### config.mk
export PLATFORM = sky130hd
export DESIGN_NAME = cmd_dispatch
export DESIGN_NICKNAME = d
export VERILOG_FILES = /design/src/rtl/cmd_dispatch.sv
export SDC_FILE = /design/constraint.sdc
export NUM_CORES = 1
export LEC_CHECK = 0
export CAP_MARGIN = 25
export CORE_UTILIZATION = 41
export DETAILED_ROUTE_END_ITERATION = 10
export MAX_ROUTING_LAYER = met4
export PLACE_DENSITY = 0.81
export SYNTH_ARGS = -nofsm -noshare
export SYNTH_HDL_FRONTEND = slang
export SYNTH_SLANG_ARGS = --single-unit
### constraint.sdc
create_clock -name clk -period 1.8 [get_ports clk]
set_input_delay 0.36 -clock clk [delete_from_list [all_inputs] [get_ports clk]]
set_output_delay 0.36 -clock clk [all_outputs]
set_load 0.05 [all_outputs]
### src/rtl/cmd_dispatch.sv
// Command dispatcher: pops {we, addr, data} words from a command FIFO and issues them as
// valid/ready register accesses. Optional CMD_DISPATCH_STATS_EN adds a 16-bit handshake counter.
module cmd_dispatch #(
  parameter  int ADDR_W = 7,
  parameter  int DATA_W = 64,
  localparam int CMD_W  = 1 + ADDR_W + DATA_W
) (
  input  logic              clk,
  input  logic              rst_n,
  output logic              fifo_rd_en,
  input  logic [CMD_W-1:0]  fifo_rd_data,
  input  logic              fifo_rd_empty,
  input  logic              pause,
  output logic              reg_valid,
  input  logic              reg_ready,
  output logic              reg_we,
  output logic [ADDR_W-1:0] reg_addr,
  output logic [DATA_W-1:0] reg_wdata,
  output logic              busy
`ifdef CMD_DISPATCH_STATS_EN
  ,
  output logic [15:0]       cmd_count
`endif
);

  // state | meaning
  // IDLE  | nothing outstanding; pops when FIFO non-empty and not paused
  // FETCH | popped word arrives on fifo_rd_data; captured into the access registers
  // ISSUE | reg_valid high until reg_ready; may pop the next word on the accepting cycle
  localparam logic [1:0] ST_IDLE  = 2'd0;
  localparam logic [1:0] ST_FETCH = 2'd1;
  localparam logic [1:0] ST_ISSUE = 2'd2;

  logic [1:0]        state_q, state_d;
  logic              valid_q, valid_d;
  logic              we_q, we_d;
  logic [ADDR_W-1:0] addr_q, addr_d;
  logic [DATA_W-1:0] wdata_q, wdata_d;
  logic              pop_ok;
  logic              pop_c;

  assign pop_ok = !fifo_rd_empty && !pause;

  always_comb begin
    state_d = state_q;
    valid_d = valid_q;
    we_d    = we_q;
    addr_d  = addr_q;
    wdata_d = wdata_q;
    pop_c   = 1'b0;
    case (state_q)
      ST_IDLE: begin
        if (pop_ok) begin
          pop_c   = 1'b1;
          state_d = ST_FETCH;
        end
      end
      ST_FETCH: begin
        we_d    = fifo_rd_data[CMD_W-1];
        addr_d  = fifo_rd_data[ADDR_W+DATA_W-1:DATA_W];
        wdata_d = fifo_rd_data[DATA_W-1:0];
        valid_d = 1'b1;
        state_d = ST_ISSUE;
      end
      ST_ISSUE: begin
        if (reg_ready) begin
          valid_d = 1'b0;
          if (pop_ok) begin
            pop_c   = 1'b1;
            state_d = ST_FETCH;
          end else begin
            state_d = ST_IDLE;
          end
        end
      end
      default: begin
        valid_d = 1'b0;
        state_d = ST_IDLE;
      end
    endcase
  end

  // State is forced to IDLE during reset, so the pop must also be gated by rst_n itself.
  assign fifo_rd_en = pop_c && rst_n;

  always_ff @(posedge clk or negedge rst_n) begin
    if (!rst_n) begin
      state_q <= ST_IDLE;
      valid_q <= 1'b0;
      we_q    <= 1'b0;
      addr_q  <= '0;
      wdata_q <= '0;
    end else begin
      state_q <= state_d;
      valid_q <= valid_d;
      we_q    <= we_d;
      addr_q  <= addr_d;
      wdata_q <= wdata_d;
    end
  end

  assign reg_valid = valid_q;
  assign reg_we    = we_q;
  assign reg_addr  = addr_q;
  assign reg_wdata = wdata_q;
  assign busy      = (state_q != ST_IDLE);

`ifdef CMD_DISPATCH_STATS_EN
  logic [15:0] cmd_count_q;

  always_ff @(posedge clk or negedge rst_n) begin
    if (!rst_n) begin
      cmd_count_q <= 16'd0;
    end else if (valid_q && reg_ready) begin
      cmd_count_q <= cmd_count_q + 16'd1;
    end
  end

  assign cmd_count = cmd_count_q;
`endif

endmodule
After elaboration in Yosys (flattened, before gate mapping)
Cells that the tools add are included.
{"block": "op_classes", "n_reduce_logical": 8, "mux": 9, "n_eq_ne": 4, "bitwise": 1}
{"op": "2-bit case mux with 3 select lines", "n": 1}
{"op": "1-bit two-way mux", "n": 4}
{"op": "2-bit two-way mux", "n": 2}
{"op": "2-bit != test, second input constant", "n": 2}
{"op": "2-bit AND reduction", "n": 2}
{"op": "1-bit case mux with 3 select lines", "n": 1}
{"op": "2-bit by 1-bit equality test with 1-bit output, second input constant", "n": 1}
{"op": "2-bit equality test, second input constant", "n": 1}
{"op": "1-bit logical AND", "n": 2}
{"op": "1-bit zero test", "n": 2}
{"op": "2-bit zero test", "n": 1}
{"op": "1-bit case mux with 2 select lines", "n": 1}
{"op": "2-bit nonzero test", "n": 1}
{"op": "1-bit NOT", "n": 1}
{"block": "totals", "reg_bits": 75, "wordCells": 27, "input_bits": 77, "output_inout_bits": 75}

Logic depth before layout (Yosys ltp)
Gate-level depths: netlist (run 1).
{"block": "depth", "word_depth": 6, "depth_mapped": 4, "mapped_depth_nobuf": 2}

Worst setup path before layout (run 1)
Ideal clock, no wire load.
{"block": "synth_path", "path_type": "reg2out", "startpoint": "register state_q[1]", "endpoint": "output fifo_rd_en", "n_path_buf": 0, "arrival_time_ns": 2.058, "required_time_ns": 1.440, "path_slack_ns": -0.618, "path_stages_with_launch": 3, "path_cell_list": "dfrtp_1 -> nor2b_1 -> nor4_1"}
{"block": "synth_between", "elab_chain_cells": 3, "word_cells_on_any_way": 4, "classes_between": "eq/ne: 1; mux: 1; reduce/logical: 2"}
{"item": "from (decl)", "line": "34", "source": "logic [1:0] state_q, state_d;"}
{"item": "from (signal assigned)", "line": "94", "source": "state_q <= state_d;"}
{"item": "2-bit equality test or 2-bit zero test (tied branches)", "line": "51", "source": "case (state_q)"}
{"item": "1-bit case mux with 2 select lines (*)", "line": "51"}
{"item": "1-bit logical AND (*)", "line": "84", "source": "assign fifo_rd_en = pop_c && rst_n;"}
{"item": "to (decl)", "line": "10", "source": "output logic fifo_rd_en,"}
Mark *: on every way between the ends. The rest lies on a longest branch, timed or not.

Final worst setup path (run 1)
{"block": "layout_path", "startpoint": "register state_q[0]", "endpoint": "output fifo_rd_en"}
Same word-level chain as after synthesis.

==> metrics.cfg, run 1 <==
[global_routing]
grtUsageMet2_pct=26.5
overflow=0
antenna_found_initial=0
grt_pass1_vias=2099
grt_start_max_net_pins=76
grt_pass1_wl_um=11000
use_met1_pct=23.3
grt_use_total_pct=17.8
top_usage_layer=met2
met3_usage_pct=4.06

[flow_run]
maxCapViolations=0

[floorplanning]
start_util_pct=43.1
coreArea_um2=7370
die_area_um2=8100
die_h_um=90.0
die_x_um=90.0
rows=31
ios=152

[pwr]
p_per_area_nw_per_um2=1550
leakage_nw=2.23
ir_drop_mv=0.694

[detailed_routing]
wl_um=6650
via_count=1944
wl_per_cell_um=15.6
dr.pass1.iters=5
dr.first_iter.drc_count=86
viasPerCell=4.55
ant_nets=0
drc=0

[setup_path]
required_ps=1440
start_kind=flop
crit_arrival_ps=1360
cp_max_fo=7
cp-end-kind=output port
worstSetupPathType=flop to output port

[timing]
rsz0062_at_grt=false
timing.final.crit_share_pct=95.3
slew_headroom_pct=39.0
timing.fmax_ghz=0.583
slew_viol_final=0
worst_pin_slew_ps=915
fin_worst_skew_ps=8.27
fin_crit_ps=1720
tns_ps=0
setup_viol=0
finalHoldViolCount=0

[layout]
synthToLayoutAreaGrowth_pct=50.4
final_common_cell=buf_4
layout_common_cells=buf_4 (76), dfrtp_1 (75), clkdlybuf4s50_1 (74)
drive_gt1_share_pct=51.8
fin_util_pct=64.8
diodes=0
nNetsFinal=400

[cts]
cts_made_buffers=9
h-tree-depth=3
tritoncts=yes
clockBufferDepth=2
cts_hold_buffers=0
cts_root_buffer=clkbuf_8
post-cts-setup-buffers=0
worstSkewPairLatency_ps=330
path_clk_slew_ps=80
clock_sinks=75

[synth]
synth_area_um2=3180
yosys.cell_types.count=13
syn_inst=165
seq_area_frac_synth_pct=59.1
synth_nets=242
syn_avg_cell_area_um2=19.2
synth_warnings=0
ys_ff_latch=75

[run_status]
status=complete, no violations

[place]
hpwl_um=4750
numPortBuffers=151
routabilityCongestion=0.795

[worst_hold_path]
hold_class=input pin to flop

==> cell type report <==
type / instances / area, um2
clock inverters: 5 / 77.6
clock buffers: 11 / 131
fillers: 560 / 2590
inverters: 1 / 3.75
well taps: 99 / 124
repair buffers: 155 / 1400
flip-flops and latches: 75 / 1880
multi-input cells: 81 / 1160
==> worst max-delay path, cell delays in order, from the launching register on <==
cell and delay [ps]:
dfrtp_1 470, nor4_4 370, buf_12 180
==> synth_stat cells <==
cell type / count / area [um2]
a21o_1: 1 / 7.51
buf_12: 8 / 160
dfrtp_1: 75 / 1880
inv_1: 1 / 3.75
mux2_2: 3 / 33.8
mux2_4: 69 / 1040
nand2b_1: 1 / 6.26
nor2b_1: 1 / 6.26
nor2b_4: 1 / 13.8
nor4_1: 2 / 12.5
o21a_1: 1 / 7.51
o21ai_0: 1 / 5.00
or2_2: 1 / 6.26
==> registers in the layout, indices dropped and copies added, names as in the netlist <==
register,count
reg_addr,7
reg_valid,1
reg_wdata,64
reg_we,1
state_q,2
==> cell families (layout without fill, tap and decap cells) <==
family                 count (synthesis)  in the layout  share of synthesized area (%)
muxes                                 72             72                           33.7
and+or+nand+nor                        6              6                           1.42
AOI/OAI and AO/OA                      3              3                          0.630
DFF                                   75             75                           59.1
buffers and inverters                  9            172                           5.16
==> path summary, 6_finish.rpt <==
path                        startpoint       endpoint  slack [ps]  cells past startpoint
setup / recovery            state_q[0]     fifo_rd_en          80                      2
hold / removal                   pause     state_q[0]         230                      2
setup reg to reg            state_q[0]  reg_wdata[55]         230                      3
hold reg to reg            reg_addr[1]    reg_addr[1]         510                      1
max in group asynchronous        rst_n   reg_wdata[2]         920                      2
min in group asynchronous        rst_n  reg_wdata[24]         280                      2
==> per-stage QoR <==
stage               power [W]  instances  hold slack [ps]  setup WS, ps  instance area, um2
floorplan             0.00497        165             64.4           255                3190
global placement      0.00605        411              492          90.4                4560
detailed placement    0.00610        411              493          45.4                4560
CTS                   0.00748        427              300          18.8                4760
global route          0.00772        427              244          26.5                4770
finish                0.00741        427              230          83.8                4770
==> where the power goes <==
part | total, W | switching [W] | leakage [nW] | internal, W
Clock | 0.00135 | 0.000569 | 0.103 | 0.000778
Combinational | 0.00361 | 0.00220 | 1.25 | 0.00141
Sequential | 0.00245 | 0.000291 | 0.886 | 0.00216
==> repair_timing <==
action	4_1_cts	5_1_grt
gates resized for setup	0	2
endpoints found under the setup margin	1	1
pin swaps	1	1
==> metal layers <==
layer,vias up,wire length [um]
met4,0,144
met1,956,2940
li1,891,-
met5,-,0
met3,12,366
met2,85,3200
Power figures use the tool's default switching activity.
==> run 2, diff against run 1 <==
CTS_CLUSTER_SIZE = 14   (was not set)
==> results of run 2 <==
Final layout, timing and power as in run 1 (identical DEF).
